## src/rtl/cache_l2_ctrl_fsm.sv

```systemverilog
// L2 cache controller FSM: one request in flight, tag lookup, upper-bus read return,
// lower-bus miss fill with reply timeout/retry, and write-through of WR/PWB lines.
module cache_l2_ctrl_fsm #(
   parameter  int NUM_UP        = 2,
   parameter  int UP_BEATS      = 1,
   parameter  int LO_RATIO      = 4,
   parameter  int LO_ADDR_BEATS = 1,
   parameter  int LO_DATA_BEATS = 4,
   parameter  int REPLY_TIMEOUT = 64,
   localparam int SRC_W         = (NUM_UP > 1) ? $clog2(NUM_UP) : 1,
   localparam int BEAT_W        = (LO_DATA_BEATS > 1) ? $clog2(LO_DATA_BEATS) : 1
) (
   input  logic              clk,
   input  logic              rst_n,
   input  logic              req_valid,
   input  logic [1:0]        req_op,
   input  logic [SRC_W-1:0]  req_src,
   output logic              req_pop,
   output logic              lookup_en,
   input  logic              hit,
   input  logic              pwb_match,
   input  logic              pwb_ready,
   output logic [NUM_UP-1:0] up_req,
   input  logic [NUM_UP-1:0] up_get,
   output logic [NUM_UP-1:0] up_hold,
   output logic [NUM_UP-1:0] up_dir,
   output logic              lo_req,
   output logic              lo_req_type,
   input  logic              lo_get,
   output logic              lo_hold,
   output logic              lo_dir,
   input  logic              lo_reply,
   output logic              tx_sel,
   output logic [BEAT_W-1:0] data_portion,
   output logic              data_out_sel,
   output logic              fill_sel,
   output logic              wr_en,
   output logic              wr_tag_en,
   output logic              new_flag,
   output logic              busy,
   output logic              err_timeout
);

   function automatic int max2(input int a, input int b);
      return (a > b) ? a : b;
   endfunction

   localparam int ADDR_CYC = LO_ADDR_BEATS * LO_RATIO;
   localparam int DATA_CYC = LO_DATA_BEATS * LO_RATIO;
   localparam int CNT_MAX  = max2(max2(UP_BEATS, ADDR_CYC), max2(DATA_CYC, max2(REPLY_TIMEOUT, 1)));
   localparam int CNT_W    = $clog2(CNT_MAX) + 1;

   typedef logic [CNT_W-1:0] cnt_t;

   typedef enum logic [1:0] {
      OP_RD  = 2'b00,
      OP_WR  = 2'b01,
      OP_PWB = 2'b10,
      OP_RSV = 2'b11
   } op_t;

   typedef enum logic [3:0] {
      ST_IDLE, ST_LOOKUP, ST_DECIDE, ST_PWB_CHK, ST_UP_REQ, ST_UP_SEND, ST_WR_LOCAL,
      ST_LO_REQ, ST_LO_ADDR, ST_LO_DATA, ST_LO_WAIT, ST_FILL1, ST_FILL2
   } state_t;

   state_t           state, state_nxt;
   cnt_t             cnt;
   op_t              op_q;
   logic [SRC_W-1:0] src_q;
   logic             fetch_q;
   logic             dsel_q;
   logic             is_wr;
   logic             timeout_hit;
   logic [NUM_UP-1:0] src_onehot;

   // Counter value on entry to a state: N-1 so the state lasts exactly N cycles.
   function automatic cnt_t load_val(input state_t s);
      unique case (s)
         ST_UP_SEND: return cnt_t'(UP_BEATS - 1);
         ST_LO_ADDR: return cnt_t'(ADDR_CYC - 1);
         ST_LO_DATA: return cnt_t'(DATA_CYC - 1);
         ST_LO_WAIT: return (REPLY_TIMEOUT == 0) ? '0 : cnt_t'(REPLY_TIMEOUT - 1);
         default:    return '0;
      endcase
   endfunction

   assign is_wr       = (op_q == OP_WR) || (op_q == OP_PWB);
   assign timeout_hit = (REPLY_TIMEOUT != 0) && (cnt == '0);
   assign src_onehot  = NUM_UP'(1) << src_q;

   always_ff @(posedge clk or negedge rst_n) begin
      if (!rst_n) begin
         state   <= ST_IDLE;
         cnt     <= '0;
         op_q    <= OP_RD;
         src_q   <= '0;
         fetch_q <= 1'b0;
         dsel_q  <= 1'b0;
      end else begin
         // NOTE: all state uses non-blocking assignments so every register samples pre-edge values.
         state <= state_nxt;
         if (state_nxt != state) cnt <= load_val(state_nxt);
         else if (cnt != '0)     cnt <= cnt - cnt_t'(1);
         if (state == ST_IDLE && req_valid) begin
            op_q  <= op_t'(req_op);
            src_q <= req_src;
         end
         if (state == ST_DECIDE && !hit) fetch_q <= 1'b1;
         else if (state == ST_WR_LOCAL)  fetch_q <= 1'b0;
         if (state == ST_PWB_CHK && state_nxt == ST_UP_REQ) dsel_q <= pwb_match;
         else if (state_nxt == ST_IDLE)                     dsel_q <= 1'b0;
      end
   end

   always_comb begin
      // NOTE: every output gets a default before the case so no path can infer a latch.
      state_nxt    = state;
      req_pop      = 1'b0;
      lookup_en    = 1'b0;
      up_req       = '0;
      up_hold      = '0;
      up_dir       = '0;
      lo_req       = 1'b0;
      lo_req_type  = 1'b0;
      lo_hold      = 1'b0;
      lo_dir       = 1'b0;
      tx_sel       = 1'b0;
      data_portion = '0;
      data_out_sel = dsel_q;
      fill_sel     = 1'b0;
      wr_en        = 1'b0;
      wr_tag_en    = 1'b0;
      new_flag     = 1'b0;
      busy         = (state != ST_IDLE);
      err_timeout  = 1'b0;

      unique case (state)
         ST_IDLE: begin
            // Gated with rst_n so the pop strobe is also silent while reset is held.
            req_pop = req_valid && rst_n;
            if (req_valid) state_nxt = ST_LOOKUP;
         end
         ST_LOOKUP: begin
            lookup_en = 1'b1;
            state_nxt = ST_DECIDE;
         end
         ST_DECIDE: begin
            if (!hit)       state_nxt = ST_LO_REQ;
            else if (is_wr) state_nxt = ST_WR_LOCAL;
            else            state_nxt = ST_PWB_CHK;
         end
         ST_PWB_CHK: begin
            if (!(pwb_match && !pwb_ready)) state_nxt = ST_UP_REQ;
         end
         ST_UP_REQ: begin
            up_req = src_onehot;
            if (up_get[src_q]) state_nxt = ST_UP_SEND;
         end
         ST_UP_SEND: begin
            up_req  = src_onehot;
            up_hold = src_onehot;
            up_dir  = src_onehot;
            if (cnt == '0) state_nxt = ST_IDLE;
         end
         ST_WR_LOCAL: begin
            wr_en     = 1'b1;
            new_flag  = 1'b1;
            state_nxt = ST_LO_REQ;
         end
         ST_LO_REQ: begin
            lo_req      = 1'b1;
            lo_req_type = !fetch_q && (op_q == OP_PWB);
            if (lo_get) state_nxt = ST_LO_ADDR;
         end
         ST_LO_ADDR: begin
            lo_req      = 1'b1;
            lo_req_type = !fetch_q && (op_q == OP_PWB);
            lo_hold     = 1'b1;
            lo_dir      = 1'b1;
            if (cnt == '0) state_nxt = fetch_q ? ST_LO_WAIT : ST_LO_DATA;
         end
         ST_LO_DATA: begin
            lo_req       = 1'b1;
            lo_req_type  = (op_q == OP_PWB);
            lo_hold      = 1'b1;
            lo_dir       = 1'b1;
            tx_sel       = 1'b1;
            // Beat index steps down once per LO_RATIO cycles, reaching 0 on the last beat.
            data_portion = BEAT_W'(cnt / cnt_t'(LO_RATIO));
            if (cnt == '0) state_nxt = ST_IDLE;
         end
         ST_LO_WAIT: begin
            if (lo_reply) begin
               state_nxt = ST_FILL1;
            end else if (timeout_hit) begin
               err_timeout = 1'b1;
               state_nxt   = ST_LO_REQ;
            end
         end
         ST_FILL1: begin
            wr_en     = 1'b1;
            wr_tag_en = 1'b1;
            new_flag  = 1'b1;
            fill_sel  = 1'b1;
            state_nxt = ST_FILL2;
         end
         ST_FILL2: begin
            state_nxt = is_wr ? ST_WR_LOCAL : ST_PWB_CHK;
         end
         default: state_nxt = ST_IDLE;
      endcase
   end

endmodule

```

## config.mk

```make
export PLATFORM = sky130hd
export DESIGN_NAME = cache_l2_ctrl_fsm
export DESIGN_NICKNAME = d
export VERILOG_FILES = /design/src/rtl/cache_l2_ctrl_fsm.sv
export SDC_FILE = /design/constraint.sdc
export NUM_CORES = 1
export LEC_CHECK = 0
export BUFFER_PORTS_ARGS = -buffer_cell sky130_fd_sc_hd__buf_4
export CAP_MARGIN = 20
export CORE_MARGIN = 2
export CORE_UTILIZATION = 57
export CTS_CLUSTER_DIAMETER = 80
export DETAILED_ROUTE_END_ITERATION = 10
export PLACE_DENSITY = 0.95
export REMOVE_ABC_BUFFERS = 1
export SLEW_MARGIN = 20
export SYNTH_ARGS = -nofsm -noshare
export SYNTH_HDL_FRONTEND = slang
export SYNTH_SLANG_ARGS = --single-unit
export TNS_END_PERCENT = 10
```

## constraint.sdc

```tcl
create_clock -name clk -period 7.95 [get_ports clk]
set_clock_uncertainty 0.15 [all_clocks]
set_input_delay 0.795 -clock clk [delete_from_list [all_inputs] [get_ports clk]]
set_output_delay 0.795 -clock clk [all_outputs]
set_load 0.01 [all_outputs]
```

Yosys cells after proc, flatten, opt, wreduce, memory -nomap -nowiden
Index checks and enable logic that the tools add are counted.
Widths: inputs -> output; s select.

operators by class
  add/sub/neg operators = 1
  multiply operators = 0
  divide/modulo/power cells = 0
  order comparisons = 1
  equal/unequal tests = 19
  shift-type cells = 1
  muxes and demuxes = 35
  bitwise gates (word level) = 0
  reductions and logical operators = 24

operator list
  kind                 count
  $pmux 4 s12          1
  $eq 4x4->1 const B   8
  $mux 4               8
  $eq 4x3->1 const B   5
  $pmux 6 s3           1
  $mux 1               16
  $mux 7               2
  $reduce_or 2->1      5
  $eq 4x2->1 const B   2
  $logic_not 4->1      2
  $mux 2               4
  $logic_not 7->1      1
  $reduce_bool 7->1    1
  $sub 7x1->7 const B  1
  $logic_and 1x1->1    6
  $mux 3               2
  $reduce_bool 2->1    3
  $eq 4x1->1 const B   1
  $ne 4x4->1           1
  $reduce_bool 4->1    1
  $logic_not 1->1      3
  $reduce_or 3->1      1
  $eq 2x1->1 const B   1
  $eq 2x2->1 const B   1
  other kinds (4)      4

word-level totals
  register bits after elaboration = 16
  bits in latches = 0
  RAM bits = 0
  bits in read-only memories = 0
  bits of input ports = 13
  memories kept = 0

Longest topological paths before layout
Gate-level depths: netlist of run 1.

  depth in word-level cells = 8
  depth in mapped cells = 9
  mapped depth without buffers = 9

Worst setup path after synthesis of run 1
OpenSTA, ideal clock, no wires.

  path kind = input-to-reg
  from = in up_get[0]
  to = reg cnt[2]
  arrival = 2.450 ns
  path slack = 5.222 ns
  cell stages on the path = 7
  path buffers = 0
  cells stage by stage = mux2_4 -> nand3_1 -> o311ai_0 -> or4_1 -> a221oi_4 -> nand2b_1 -> o22ai_1

on the way
  cells in the longest elaborated chain, start to end = 7
  elaborated cells on any way between the ends = 11

ends and longest elaborated chain
  item                                         line  text
  start: declaration                           24    input logic [NUM_UP-1:0] up_get,
  $mux 1 (not written as such) * (2 in a row)  158   if (up_get[src_q]) state_nxt = ST_UP_SEND;
  $mux 4 *                                     158
  $pmux 4 s12 *                                138   unique case (state)
  $eq 4x4->1                                   79    unique case (s)
  $pmux 6 s3                                   79
  $mux 7                                       103   if (state_nxt != state) cnt <= load_val(state_nxt);
  end signal: assignment                       103
  end signal: assignment                       104   else if (cnt != '0) cnt <= cnt - cnt_t'(1);
  end: declaration                             68    cnt_t cnt;

Mark *: on every way between the ends. The rest lies on a longest branch, timed or not. The select of a mux whose other input is x is not followed.
A chain may end at the register's enable or synchronous reset.

Final worst setup path of run 1
  from = reg cnt[0]
  to = out err_timeout

on the way
  cells in the longest elaborated chain, start to end = 4

ends and longest elaborated chain
  item              line  text
  $logic_not 7->1   89    assign timeout_hit = (REPLY_TIMEOUT != 0) && (cnt == '0);
  $mux 1            196   end else if (timeout_hit) begin
  $mux 1            194   if (lo_reply) begin
  $mux 1            138
  end: declaration  41    output logic err_timeout

No other way between the ends.

==> results of run 1 <==
-- synthesized netlist by cell type (all sizes together), types with 3 or more instances --
| cell | instances |
|---|---|
| dfrtp | 16 |
| buf | 13 |
| nor2 | 13 |
| o21ai | 13 |
| nand2 | 10 |
| inv | 9 |
| nand2b | 7 |
| nor3 | 7 |
| a21oi | 5 |
| and2 | 5 |
| nor3b | 5 |
| mux2 | 4 |
| o311ai | 4 |
| xnor2 | 4 |
| nor2b | 3 |
| o22ai | 3 |
| or3 | 3 |
| or4b | 3 |
-- logic make-up after synthesis --
logic type | share of synthesized area
buffers and inverters | 0.102
multiplexers | 0.0354
AND/OR/NAND/NOR | 0.312
flip-flops | 0.291
AO/OA/AOI/OAI | 0.210
XOR/XNOR | 0.0318
adder cells (fa/ha/maj) | 0.0182
-- layer usage --
metal / wire length [um] / GRT usage
met1: 1400 / 0.320
met2: 1570 / 0.435
met3: 245 / 0.0367
met4: 38 / 0.0726
met5: 0 / 0
-- flip-flops by register name, summed over array words and instances, names as in the netlist --
name,cells
op_q,2
state,4
data_out_sel,1
fetch_q,1
src_q,1
cnt,7
-- power by group through the flow --
stage | Combinational [uW] | Clock, uW | Sequential [uW]
finish | 505 | 40.0 | 200
global route | 553 | 46.4 | 207
CTS | 500 | 41.3 | 195
detailed placement | 497 | 0 | 197
global placement | 481 | 0 | 194
floorplan | 378 | 0 | 176
-- through the flow --
step,instance area (um^2),util,total power (uW),setup WS (ns)
2_1_floorplan,1270,-,554,5.22
3_3_place_gp,1560,0.692,675,4.99
3_5_place_dp,1560,0.692,694,4.83
4_1_cts,1580,0.702,737,4.84
5_1_grt,1580,0.702,806,4.62
6_report,1580,0.702,744,4.84
-- final timing paths --
check                                      endpoint  slack (ns)  cells after the start
min in group clk                op_q[0]$_DFFE_PN0P_        0.37                      1
hold reg to reg                 op_q[0]$_DFFE_PN0P_        0.37                      1
setup / recovery                        err_timeout        4.84                      6
max in group asynchronous  data_out_sel$_DFFE_PN0P_        7.25                      1
hold / removal                   cnt[4]$_DFFE_PN0P_        0.21                      1
setup reg to reg                 cnt[4]$_DFFE_PN0P_        4.93                      7
-- layout make-up --
cell class	count	area, um^2	share of cell area
Tap cell	28	35.0	0.0221
Clock buffer	3	22.5	0.0142
Sequential cell	16	400	0.253
Multi-Input combinational cell	120	836	0.528
Timing Repair Buffer	34	255	0.161
Inverter	9	33.8	0.0213
-- worst max-delay path: stages (launching register included) --
cell and delay (ns):
dfrtp_1 0.40, inv_1 0.08, ha_1 0.23, nor3b_4 0.33
nand2_4 0.12, nor4_1 0.50, buf_4 0.22
==> metrics, run 1 <==
final RePlAce weighted congestion=0.906; clock insertion delay at the later pin of the skew report=0.28 ns; area of the mapped netlist=1380 um^2; flip-flop and latch count after synthesis=16; CP Capture Type=output pin; dpl hpwl=2470 um; vias in the first global route=1175; number of iterations in the first detailed-routing pass=4; Combinational Power Share=0.678; layout net count=199; status=finished clean; number of enable-type register cells in the synthesized netlist=0; maximum level of the CTS H-tree=1; initial core utilization=0.610; hold_ws=0.208 ns; largest fanout on the critical path=7; residual overflow from global routing=0; post-layout minimum cycle time=3.11 ns; count of non-filler cells in the finished layout=210; register clock-pin slew on the reported worst setup and hold paths=0.08 ns; antenna violations before repair=0; largest net degree at the start of global routing=26; highest clock rate=322 MHz; via count=1310; origin of the worst setup path=cnt[0]$_DFFE_PN0P_; library cell used as clock root buffer=clkbuf_4; fraction of power spent switching nets=0.514; number of CTS-inserted buffers=3; share of layout cells above drive strength 1=0.280; start-to-end type of the worst setup path=reg -> out; Synth Flop Type=dfrtp_1; Chip Width=53.1 um; Core Area=2250 um^2; number of placement rows=17; Setup Fix Bufs, Post-CTS=0; count of yosys warnings during synthesis=0; part of the total power dissipated in sequential elements=0.268; internal power consumption=362 uW; number of input and output port buffers inserted=34; cells after synthesis=159; Synth async-reset ratio=1.00; kind of launch point of the worst setup path=register; Worst Path Required=7.01 ns; routed length per instance=15.5 um; count of instances resized after the clock tree is built=0; number of sinks driven by the clock tree=16; total length of routed wires=3260 um; Max IR drop VDD=0.309 mV; number of design-rule violations left by the first detailed-router iteration=62; DIE AREA=2820 um^2; max-slew violation count=0; commonest non-fill, non-tap cell in the layout=buf_4; Relative slew margins=0.486; DRC errors left=0; most area-hungry cell type in the Yosys netlist=dfrtp_1; number of distinct library cells after synthesis=56; class of the most critical hold timing path=in -> async; most frequent cells in the layout=buf_4 (34), dfrtp_1 (16), nor2_1 (13); transition time at the pin with the least slew margin=0.751 ns; Mean Syn Cell Area=8.66 um^2; Max-Cap Viols=0; total of hold buffers inserted after clock tree synthesis=0; Die Y=53.1 um; setup repair after global routing missed its margin=false; fraction of the yosys area taken by sequential cells=0.291; crit share post-route=0.391; clock tree from TritonCTS=done; critical register-to-register path startpoint=state[2]$_DFF_PN0_; global-route wire length before repair=5150 um; Final ANT Viol Nets=0; count of fill cells added during filler insertion=180; ranking of synthesized cells by area=dfrtp_1 (29%), buf_4 (4.4%), o21ai_0 (3.6%); part of the power in the clock network=0.054; drt via density=6.24; Data arrival, critical path=2.16 ns; synthesis-to-layout area growth=15.0%; switching power=382 uW; aggregate negative setup slack=0 ns; total inserted antenna cells=0; placed insts=207; top-level I/O count=35; final hold viol count=0; total routing usage reported by global routing=0.250; setup-violating endpoint count in the final report=0; share of Yosys cell area claimed by the top area cell type=0.291; leakage dissipation=0.000732 uW; power per cell area=470 nW/um^2; buffers from clock root to sink, at most=2
Note: power is estimated with default switching activity, not from simulation.
==> inputs of run 2 (changes only) <==
- CORE_UTILIZATION: 57 -> 48
- PLACE_DENSITY: 0.95 -> 0.88
- clock period: 7.95 -> 2.8 ns (I/O delays scaled with it)
==> metrics, run 2 (synthesis gave the netlist of run 1 again) <==
status=finished clean (unchanged); kind of launch point of the worst setup path=register (unchanged); top-level I/O count=35 (unchanged); power per cell area=1430 nW/um^2 (was 470 nW/um^2); routed length per instance=16.2 um (was 15.5 um); Relative slew margins=0.620 (was 0.486); number of sinks driven by the clock tree=16 (unchanged); dpl hpwl=2780 um (was 2470 um); highest clock rate=363 MHz; post-layout minimum cycle time=2.76 ns; Chip Width=57.5 um (was 53.1 um); global-route wire length before repair=5600 um (was 5150 um); maximum level of the CTS H-tree=1 (unchanged); largest net degree at the start of global routing=23 (was 26); number of iterations in the first detailed-routing pass=4 (unchanged); post-route core utilization=0.654 (was 0.702); multi-input combinational cell area=883 um^2 (was 836 um^2); setup repair after global routing missed its margin=true (was false); number of placement rows=19 (was 17); total length of routed wires=3770 um (was 3260 um); Max IR drop VDD=0.976 mV (was 0.309 mV); Data arrival, critical path=2.77 ns (was 2.16 ns); met1 Track Usage GR=0.270 (was 0.320); transition time at the pin with the least slew margin=0.564 ns (was 0.751 ns); max reg flops=7 (unchanged); class of the most critical hold timing path=in -> reg (was in -> async); DIE AREA=3310 um^2 (was 2820 um^2); number of input and output port buffers inserted=34 (unchanged); sequence of cells on the critical path=inv_2, ha_4, nor3b_4, nand2_4, a2111o_1, or3_4, a221oi_4, nand2b_4, o22ai_2 (was inv_1, ha_1, nor3b_4, nand2_4, nor4_1, buf_4); number of CTS-inserted buffers=3 (unchanged); number of design-rule violations left by the first detailed-router iteration=49 (was 62); DRC errors left=0 (unchanged); antenna violations before repair=0 (unchanged); largest fanout on the critical path=7 (unchanged); most frequent cells in the layout=buf_4 (51), nor2_1 (13), dfrtp_1 (13) (was buf_4 (34), dfrtp_1 (16), nor2_1 (13)); synthesis-to-layout area growth=30.0% (was 15.0%); final hold viol count=0 (unchanged); layout net count=217 (was 199); count of fill cells added during filler insertion=221 (was 180); register clock-pin slew on the reported worst setup and hold paths=0.10 ns (was 0.08 ns); Die Y=57.5 um (was 53.1 um); placed insts=223 (was 207); share of layout cells above drive strength 1=0.403 (was 0.280); vias in the first global route=1262 (was 1175); total inserted antenna cells=0 (unchanged); clock tree from TritonCTS=done (unchanged); crit share post-route=0.984; Sequential cell area=404 um^2 (was 400 um^2); GR met2 Demand/Resource=0.383 (was 0.435); initial core utilization=0.503 (was 0.610); hold_ws=0.0757 ns (was 0.208 ns); CP max stage delay=0.46 ns (was 0.50 ns); Max-Cap Viols=0 (unchanged); largest register by flop count=cnt (unchanged); Final ANT Viol Nets=0 (unchanged); global routing's busiest layer=met2 (unchanged); Core Area=2730 um^2 (was 2250 um^2); total routing usage reported by global routing=0.219 (was 0.250); setup-violating endpoint count in the final report=0 (unchanged); start-to-end type of the worst setup path=reg -> reg (was reg -> out); met3 global-route usage=0.0295 (was 0.0367); CP Capture Type=register (was output pin); residual overflow from global routing=0 (unchanged); aggregate negative setup slack=0 ns (unchanged); leakage dissipation=0.000834 uW (was 0.000732 uW); drt via density=5.98 (was 6.24); Worst Path Required=2.81 ns (was 7.01 ns); worst-path cell with the longest stage delay=a2111o_1 (was nor4_1); count of non-filler cells in the finished layout=232 (was 210); commonest non-fill, non-tap cell in the layout=buf_4 (unchanged); largest registers=cnt (7), state (4), op_q (2) (unchanged); library cell used as clock root buffer=clkbuf_4 (unchanged); via count=1387 (was 1310); buffers from clock root to sink, at most=2 (unchanged); max-slew violation count=0 (unchanged); clock insertion delay at the later pin of the skew report=0.28 ns (about the same); final RePlAce weighted congestion=0.856 (was 0.906)
run 2: per-stage QoR:
step	area [um^2]	power (uW)	setup slack, ns
after CTS	1710	2330	0.00239
after floorplan	1270	1570	0.227
after global routing	1790	2740	-0.0527
after global placement	1660	2100	0.123
final	1790	2560	0.0437
after detailed placement	1660	2160	-0.0140
run 2: what timing repair did:
action	in CTS	in global routing
resized for setup	1	15
hold endpoints to repair	16	0
hold buffers	1	0
setup buffers	0	4
endpoints found under the setup margin	4	8
pin swaps	0	7
run 2: power by group:
part           total [uW]  switching [uW]  internal, uW
clock network         152            73.3          79.1
registers             540             204           336
logic                1870             968           902
run 2: final timing paths:
kind                                     startpoint             endpoint  slack [ns]  depth (start not counted)
worst max-delay path             cnt[0]$_DFFE_PN0P_   cnt[3]$_DFFE_PN0P_        0.04                          9
worst min-delay path                        req_src    src_q$_DFFE_PN0P_        0.08                          2
worst max register to register   cnt[0]$_DFFE_PN0P_   cnt[3]$_DFFE_PN0P_        0.04                          9
worst min register to register  op_q[0]$_DFFE_PN0P_  op_q[0]$_DFFE_PN0P_        0.38                          1
max in group asynchronous                     rst_n   state[3]$_DFF_PN0_        2.04                          2
min in group asynchronous                     rst_n   cnt[6]$_DFFE_PN0P_        0.24                          2
run 2: per-layer routing:
metal	vias to the layer above	wire, um
li1	654	-
met3	8	240
met4	0	56
met1	656	1510
met2	69	1960
met5	-	0
run 2: final cells by class:
cell class                      count  area share
Clock buffer                        4      0.0203
Inverter                            9      0.0189
Multi-Input combinational cell    120       0.494
Sequential cell                    16       0.226
Tap cell                           31      0.0217
Timing Repair Buffer               52       0.220
run 2: critical path, delay by kind of cell (launching register included):
family / cells / cell delay (ns)
buffers and inverters: 1 / 0.09
AO/OA/AOI/OAI: 3 / 0.92
AND/OR/NAND/NOR: 4 / 0.92
adder cells (fa/ha/maj): 1 / 0.15
flip-flops: 1 / 0.41
